## src/rtl/dcache_pkg.sv

```systemverilog
// Shared D-cache geometry constants and refill FSM encodings, also used by the lookup side.
// Write-back encodings exist only when DCACHE_WRITEBACK_EN is defined.
package dcache_pkg;

    localparam int ADDR_W      = 4;
    localparam int TAG_W       = 25;
    localparam int WAYS        = 2;
    localparam int LINE_WORDS  = 2;
    localparam int WORD_BITS   = $clog2(LINE_WORDS);
    localparam int OFFSET_BITS = WORD_BITS + 2;
    localparam int INDEX_LSB   = OFFSET_BITS;
    localparam int TAG_LSB     = INDEX_LSB + ADDR_W;

    localparam logic [2:0] S_IDLE    = 3'd0;
`ifdef DCACHE_WRITEBACK_EN
    localparam logic [2:0] S_WB_ADDR = 3'd1;
    localparam logic [2:0] S_WB_DATA = 3'd2;
`endif
    localparam logic [2:0] S_RD_ADDR = 3'd3;
    localparam logic [2:0] S_RD_DATA = 3'd4;
    localparam logic [2:0] S_FILL    = 3'd5;
    localparam logic [2:0] S_DONE    = 3'd6;

    function automatic logic [WAYS-1:0] wayOneHot(input logic w);
        return w ? 2'b10 : 2'b01;
    endfunction

endpackage

```

## src/rtl/dcache_lru.sv

```systemverilog
// Per-set LRU bit array for the 2-way D-cache; a set bit names the least-recently-used way.
module dcache_lru #(
    parameter int addr_width = 4
) (
    input  logic                  clk,
    input  logic                  rst,
    input  logic                  hitValid,
    input  logic                  hitWay,
    input  logic [addr_width-1:0] hitIndex,
    input  logic                  fillEn,
    input  logic                  fillWay,
    input  logic [addr_width-1:0] fillIndex,
    input  logic [addr_width-1:0] lookupIndex,
    output logic                  victim
);

    localparam int SETS = 1 << addr_width;

    logic [SETS-1:0] lruBits;

    // An install outranks a concurrent hit on the same set.
    always_ff @(posedge clk or posedge rst) begin
        if (rst) begin
            lruBits <= '0;
        end else begin
            for (int s = 0; s < SETS; s++) begin
                if (fillEn && fillIndex == addr_width'(s))
                    lruBits[s] <= ~fillWay;
                else if (hitValid && hitIndex == addr_width'(s))
                    lruBits[s] <= ~hitWay;
            end
        end
    end

    assign victim = lruBits[lookupIndex];

endmodule

```

## src/rtl/dcache_refill_ctrl.sv

```systemverilog
// D-cache miss refill controller: victim selection, optional writeback, line fetch, tag install.
// DCACHE_WRITEBACK_EN enables dirty-victim writeback; otherwise write-through with wr_*/drd_* tied low.
module dcache_refill_ctrl
    import dcache_pkg::*;
#(
    parameter int addr_width = ADDR_W,
    parameter int data_width = TAG_W,
    parameter int way        = WAYS,
    parameter int line_words = LINE_WORDS
) (
    input  logic                                   clk,
    input  logic                                   rst,
    input  logic                                   miss_valid,
    output logic                                   miss_ready,
    input  logic [31:0]                            miss_addr,
    input  logic [way-1:0]                         miss_dirty,
    input  logic [way*data_width-1:0]              miss_vtag,
    input  logic                                   hit_valid,
    input  logic                                   hit_way,
    input  logic [addr_width-1:0]                  hit_index,
    output logic                                   drd_en,
    output logic [addr_width+$clog2(line_words)-1:0] drd_addr,
    output logic                                   drd_way,
    input  logic [31:0]                            drd_data,
    output logic                                   rd_req,
    output logic [31:0]                            rd_addr,
    input  logic                                   rd_ready,
    input  logic                                   ret_valid,
    input  logic [31:0]                            ret_data,
    input  logic                                   ret_last,
    output logic                                   wr_req,
    output logic [31:0]                            wr_addr,
    input  logic                                   wr_ready,
    output logic                                   wr_dvalid,
    output logic [31:0]                            wr_data,
    output logic                                   wr_last,
    input  logic                                   wr_dready,
    output logic [way-1:0]                         dwe,
    output logic [addr_width+$clog2(line_words)-1:0] dwaddr,
    output logic [31:0]                            dwdata,
    output logic [way-1:0]                         TagV_we,
    output logic [addr_width-1:0]                  TagV_addr_write,
    output logic [data_width-1:0]                  TagV_din_write,
    output logic [way-1:0]                         dirty_clr,
    output logic                                   refill_done
);

    localparam logic [WORD_BITS-1:0] LAST_WORD = WORD_BITS'(LINE_WORDS - 1);

    logic [2:0]            state;
    logic [addr_width-1:0] indexQ;
    logic [data_width-1:0] tagQ;
    logic                  victimQ;
    logic [WORD_BITS-1:0]  wordCnt;
    logic [addr_width-1:0] missIndex;
    logic                  lruVictim;
    logic                  fillNow;
    logic                  unusedAddr;

    assign missIndex  = miss_addr[INDEX_LSB +: addr_width];
    assign fillNow    = (state == S_FILL);
    assign unusedAddr = ^miss_addr[OFFSET_BITS-1:0];

    dcache_lru #(.addr_width(addr_width)) uLru (
        .clk        (clk),
        .rst        (rst),
        .hitValid   (hit_valid),
        .hitWay     (hit_way),
        .hitIndex   (hit_index),
        .fillEn     (fillNow),
        .fillWay    (victimQ),
        .fillIndex  (indexQ),
        .lookupIndex(missIndex),
        .victim     (lruVictim)
    );

`ifdef DCACHE_WRITEBACK_EN
    logic [data_width-1:0] victimTagQ;
    logic                  drdPend;
    logic                  wbValid;
    logic [31:0]           wbBuf;
    logic                  drdEn;

    // One data-array read per beat; the beat is buffered so wr_data holds steady under backpressure.
    assign drdEn = (state == S_WB_DATA) && !drdPend && !wbValid;
`else
    logic unusedWb;
    assign unusedWb = ^{miss_dirty, miss_vtag, drd_data, wr_ready, wr_dready};
`endif

    always_ff @(posedge clk or posedge rst) begin
        if (rst) begin
            state      <= S_IDLE;
            indexQ     <= '0;
            tagQ       <= '0;
            victimQ    <= 1'b0;
            wordCnt    <= '0;
`ifdef DCACHE_WRITEBACK_EN
            victimTagQ <= '0;
            drdPend    <= 1'b0;
            wbValid    <= 1'b0;
            wbBuf      <= '0;
`endif
        end else begin
            case (state)
                S_IDLE: begin
                    if (miss_valid) begin
                        indexQ  <= missIndex;
                        tagQ    <= miss_addr[TAG_LSB +: data_width];
                        victimQ <= lruVictim;
                        wordCnt <= '0;
`ifdef DCACHE_WRITEBACK_EN
                        victimTagQ <= lruVictim ? miss_vtag[2*data_width-1:data_width]
                                                : miss_vtag[data_width-1:0];
                        drdPend    <= 1'b0;
                        wbValid    <= 1'b0;
                        state      <= miss_dirty[lruVictim] ? S_WB_ADDR : S_RD_ADDR;
`else
                        state   <= S_RD_ADDR;
`endif
                    end
                end
`ifdef DCACHE_WRITEBACK_EN
                S_WB_ADDR: begin
                    if (wr_ready)
                        state <= S_WB_DATA;
                end
                S_WB_DATA: begin
                    drdPend <= drdEn;
                    if (drdPend) begin
                        wbBuf   <= drd_data;
                        wbValid <= 1'b1;
                    end else if (wbValid && wr_dready) begin
                        wbValid <= 1'b0;
                        wordCnt <= wordCnt + WORD_BITS'(1);
                        if (wordCnt == LAST_WORD)
                            state <= S_RD_ADDR;
                    end
                end
`endif
                S_RD_ADDR: begin
                    if (rd_ready)
                        state <= S_RD_DATA;
                end
                S_RD_DATA: begin
                    if (ret_valid) begin
                        wordCnt <= wordCnt + WORD_BITS'(1);
                        if (ret_last || wordCnt == LAST_WORD)
                            state <= S_FILL;
                    end
                end
                S_FILL:  state <= S_DONE;
                S_DONE:  state <= S_IDLE;
                default: state <= S_IDLE;
            endcase
        end
    end

    assign miss_ready = (state == S_IDLE);
    assign rd_req     = (state == S_RD_ADDR);
    assign rd_addr    = {tagQ, indexQ, {OFFSET_BITS{1'b0}}};

    assign dwe    = (state == S_RD_DATA && ret_valid) ? wayOneHot(victimQ) : '0;
    assign dwaddr = {indexQ, wordCnt};
    assign dwdata = (state == S_RD_DATA) ? ret_data : '0;

    // Tag/valid goes in only after every data word has been written.
    assign TagV_we         = fillNow ? wayOneHot(victimQ) : '0;
    assign dirty_clr       = fillNow ? wayOneHot(victimQ) : '0;
    assign TagV_addr_write = indexQ;
    assign TagV_din_write  = tagQ;
    assign refill_done     = (state == S_DONE);

`ifdef DCACHE_WRITEBACK_EN
    assign wr_req    = (state == S_WB_ADDR);
    assign wr_addr   = {victimTagQ, indexQ, {OFFSET_BITS{1'b0}}};
    assign wr_dvalid = wbValid;
    assign wr_data   = wbBuf;
    assign wr_last   = wbValid && (wordCnt == LAST_WORD);
    assign drd_en    = drdEn;
    assign drd_addr  = {indexQ, wordCnt};
    assign drd_way   = drdEn & victimQ;
`else
    assign wr_req    = 1'b0;
    assign wr_addr   = '0;
    assign wr_dvalid = 1'b0;
    assign wr_data   = '0;
    assign wr_last   = 1'b0;
    assign drd_en    = 1'b0;
    assign drd_addr  = '0;
    assign drd_way   = 1'b0;
`endif

endmodule

```

## config.mk

```make
export PLATFORM = sky130hd
export DESIGN_NAME = dcache_refill_ctrl
export DESIGN_NICKNAME = d
export VERILOG_FILES = /design/src/rtl/dcache_pkg.sv /design/src/rtl/dcache_lru.sv /design/src/rtl/dcache_refill_ctrl.sv
export SDC_FILE = /design/constraint.sdc
export NUM_CORES = 1
export LEC_CHECK = 0
export ABC_AREA = 1
export CORE_AREA = 2 2 131 133
export CTS_CLUSTER_DIAMETER = 100
export DETAILED_ROUTE_END_ITERATION = 10
export DIE_AREA = 0 0 133 135
export GPL_TIMING_DRIVEN = 0
export PLACE_DENSITY_LB_ADDON = 0.08
export SYNTH_ARGS = -nofsm -noshare
export SYNTH_HDL_FRONTEND = slang
export SYNTH_SLANG_ARGS = --single-unit
```

## constraint.sdc

```tcl
create_clock -name clk -period 2.4 [get_ports clk]
set_input_delay 0.48 -clock clk [delete_from_list [all_inputs] [get_ports clk]]
set_output_delay 0.48 -clock clk [all_outputs]
set_load 0.05 [all_outputs]
```

==> run metrics <==
clock tree from TritonCTS done; number of buffers and inverters on the critical path 2; htree depth 2; library cell contributing the largest single delay on the critical path sky130_fd_sc_hd__clkdlybuf4s50_1; Logic pwr share 69.3%; number of cells produced by synthesis 534; Worst Tran Pin Value 0.5587 ns; floorplan core area 16,410 um2; RSZ-0062 raised after global routing true; overall power of the completed layout 7.672 mW; number of placement rows 47; leakage 3.234 nW; die outline area 17,960 um2; register area 1252 um2; WP data arrival 1.82 ns; TritonRoute pass-1 iters 5; clock sinks 50; mean post-synth cell area 6.877 um2; Hold WC Path Type flop to flop; crit path kind flop to primary output; result of the run completed; time the final worst path needs with I/O delays and setup 2.301 ns; layout filler cell count 1,767; worst ir drop on vdd 0.6344 mV; max-cap violations 0; post-route antenna net violation count 0; worst slew margin relative to its limit 62.64%; Clk Latency, worst-skew pair 0.29 ns; WL/cell 11.94 um; Layout Utilization 37.07%; count of buffers from port buffering 175; DRT iter0 DRCs 71; Clock Pin Slew Worst Setup and Hold Paths 0.07 ns; data required time at the worst endpoint 1.92 ns; NetSw 4.237 mW; Vert. Die Dim 135 um; setup slack at placement -0.3908 ns; critical path cell sequence buf_4 -> clkdlybuf4s50_1; mapped cell area 3672 um2; cell internal pwr 3.436 mW; sequential fraction of the synthesis area 34.07%; Via density 3.785; die span in x 133 um; global-route wire length before repair 18,630 um; Boundary Pins 343; Clock power frac 9.6%; register share of total power 21.0%; delay contributed by the slowest stage of the critical path 0.82 ns; layout overhead on the synthesized area 65.62%; number of antenna violations at the first check in global routing 0; number of vias after detailed routing 3,838; Cell variety after synth 24; switching part of the total power 55.22%; number of global-route vias before repair 3,608; Critical Path Source Type flop; total overflow reported by the global router 0; Final Wtd Congestion 0.8098; worst clock skew 0.005245 ns; number of inserted diodes 0; Total GRT Usage 13.11%; final-stage net count 955; post-detail-place hpwl 10,150 um; TritonCTS Buffers 5; final setup violation count 0; Initial Utilization 22.38%; warning count from the yosys run 0; pin count of the biggest net entering global routing 33; proportion of layout cells with a drive suffix above 1 23.17%; post-synthesis sequential element count 50; final hold violation count 0; Cell Pwr Density 1261 nW/um2; Final Routed Wirelength 12,100 um; critical path endpoint category primary output; maximum clock path buffer count 2; final period utilization 95.86%; maximum clock frequency 0.4347 GHz; crit path max fanout 10; multi-input combinational cell area 1577 um2; number of max-slew violations in the final report 0; clock root cell sky130_fd_sc_hd__clkbuf_16; cell family with the largest share of critical-path delay buffers and inverters; min setup slack post-route 0.09932 ns; post-detailed-route DRC marker count 0
## final timing paths
kind                                     from                 end  slack [ns]  cells past startpoint
max in group asynchronous                 rst             victimQ        1.33                      3
max                        TagV_addr_write[2]          rd_addr[5]         0.1                      2
min                        TagV_din_write[13]  TagV_din_write[13]        0.51                      2
min in group asynchronous                 rst  TagV_din_write[10]        0.52                      2
max reg2reg                          state[0]   TagV_din_write[1]        0.75                      8
min reg2reg                TagV_din_write[13]  TagV_din_write[13]        0.51                      2
## layer usage
layer | vias up | GRT usage (%) | wire length [um]
met2 | 176 | 23.32 | 5930
met4 | 0 | 2.867 | 112
met5 | - | 0 | 0
met3 | 6 | 4.655 | 1277
li1 | 1967 | - | -
met1 | 1689 | 15.19 | 4783
## repair_timing
action                     CTS  global route
gates cloned                 0             0
hold buffers                 0             0
setup buffers                0             1
pin swaps                    0             0
resized for setup          190            29
setup endpoints to repair   40            35
## area by class of cell
type	count	share of cell area, %
timing repair buffer	177	27.75
sequential	50	20.59
buffer	124	14.77
clock inverter	1	0.08229
tap	220	4.526
multi-input combinational	370	25.92
clock buffer	7	2.345
inverter	65	4.012
## power groups by stage
stage / registers (mW) / clock network (mW) / logic (mW)
floorplan: 2.31 / 0 / 3.00
global placement: 1.62 / 0 / 5.39
detailed placement: 1.64 / 0 / 5.40
CTS: 1.62 / 0.766 / 5.36
global route: 1.68 / 0.802 / 5.65
finish: 1.61 / 0.738 / 5.32
## cells in the final DEF (no fill, tap or decap), types with 2 or more instances in the layout
cell                              netlist  layout
sky130_fd_sc_hd__a21oi_1                2       2
sky130_fd_sc_hd__buf_2                  4      11
sky130_fd_sc_hd__buf_4                113     130
sky130_fd_sc_hd__buf_6                  0       2
sky130_fd_sc_hd__clkbuf_1               5       5
sky130_fd_sc_hd__clkbuf_16              0       5
sky130_fd_sc_hd__clkbuf_2               0       3
sky130_fd_sc_hd__clkbuf_4               0       9
sky130_fd_sc_hd__clkdlybuf4s15_2        0       3
sky130_fd_sc_hd__clkdlybuf4s50_1        0     134
sky130_fd_sc_hd__clkinv_1               2       2
sky130_fd_sc_hd__conb_1                 1      77
sky130_fd_sc_hd__dfrtp_1               50      49
sky130_fd_sc_hd__dlygate4sd2_1          0       2
sky130_fd_sc_hd__inv_1                 59      58
sky130_fd_sc_hd__inv_2                  4       5
sky130_fd_sc_hd__nand2_1              151     151
sky130_fd_sc_hd__nand3_1               16      16
sky130_fd_sc_hd__nand3_2                4       4
sky130_fd_sc_hd__nand4_1                3       3
sky130_fd_sc_hd__nor2_1                53      50
sky130_fd_sc_hd__nor2_2                 1       3
sky130_fd_sc_hd__nor3_1                 8       8
sky130_fd_sc_hd__o21ai_0               29      29
sky130_fd_sc_hd__o21ai_1               13      13
sky130_fd_sc_hd__o31ai_1                9       9
## stage by stage
step	hold WS, ns	TNS [ns]	cells	cell area, um2
after floorplan	0.5037	0	610	3958
after global placement	0.4944	-34.06	1005	5984
after detailed placement	0.4953	-10.28	1006	6005
after CTS	0.5129	0	1013	6038
after global routing	0.5322	-0.006763	1014	6082
final	0.5109	0	1014	6082
## worst reg2reg max path, cell delays in order (launching register included)
cell                      delay (ns)
sky130_fd_sc_hd__dfrtp_1        0.38
sky130_fd_sc_hd__inv_1          0.13
sky130_fd_sc_hd__nand2_1        0.15
sky130_fd_sc_hd__nor2_2         0.17
sky130_fd_sc_hd__nand2_2        0.18
sky130_fd_sc_hd__inv_2          0.18
sky130_fd_sc_hd__buf_2          0.25
sky130_fd_sc_hd__nand2_1        0.08
sky130_fd_sc_hd__nand2_1        0.06
## synth_stat cells
| cell | n | area share (%) |
|---|---|---|
| sky130_fd_sc_hd__a21oi_1 | 2 | 0.27 |
| sky130_fd_sc_hd__buf_1 | 3 | 0.31 |
| sky130_fd_sc_hd__buf_2 | 4 | 0.55 |
| sky130_fd_sc_hd__buf_4 | 113 | 23 |
| sky130_fd_sc_hd__clkbuf_1 | 5 | 0.51 |
| sky130_fd_sc_hd__clkinv_1 | 2 | 0.20 |
| sky130_fd_sc_hd__conb_1 | 1 | 0.10 |
| sky130_fd_sc_hd__dfrtp_1 | 50 | 34 |
| sky130_fd_sc_hd__inv_1 | 59 | 6.0 |
| sky130_fd_sc_hd__inv_2 | 4 | 0.41 |
| sky130_fd_sc_hd__nand2_1 | 151 | 15 |
| sky130_fd_sc_hd__nand2_2 | 1 | 0.17 |
| sky130_fd_sc_hd__nand3_1 | 16 | 2.2 |
| sky130_fd_sc_hd__nand3_2 | 4 | 1.1 |
| sky130_fd_sc_hd__nand4_1 | 3 | 0.51 |
| sky130_fd_sc_hd__nor2_1 | 53 | 5.4 |
| sky130_fd_sc_hd__nor2_2 | 1 | 0.17 |
| sky130_fd_sc_hd__nor3_1 | 8 | 1.1 |
| sky130_fd_sc_hd__nor3_4 | 1 | 0.44 |
| sky130_fd_sc_hd__o21a_1 | 1 | 0.20 |
| sky130_fd_sc_hd__o21ai_0 | 29 | 4.0 |
| sky130_fd_sc_hd__o21ai_1 | 13 | 1.8 |
| sky130_fd_sc_hd__o31ai_1 | 9 | 1.8 |
| sky130_fd_sc_hd__or2_2 | 1 | 0.17 |
## state kept, by name, indices dropped and copies added (netlist names)
| register | cells |
|---|---|
| TagV_din_write | 25 |
| victimQ | 1 |
| uLru.lruBits | 16 |
| wordCnt | 1 |
| state | 3 |
| TagV_addr_write | 4 |
## cell families after synthesis
group / after synthesis / share of synthesized area [%]
other: 1 / 0.1021
AO/OA/AOI/OAI: 54 / 8.041
buffers and inverters: 190 / 31.11
AND/OR/NAND/NOR: 239 / 26.68
flip-flops: 50 / 34.07
Note: power is estimated with default switching activity, not from simulation.
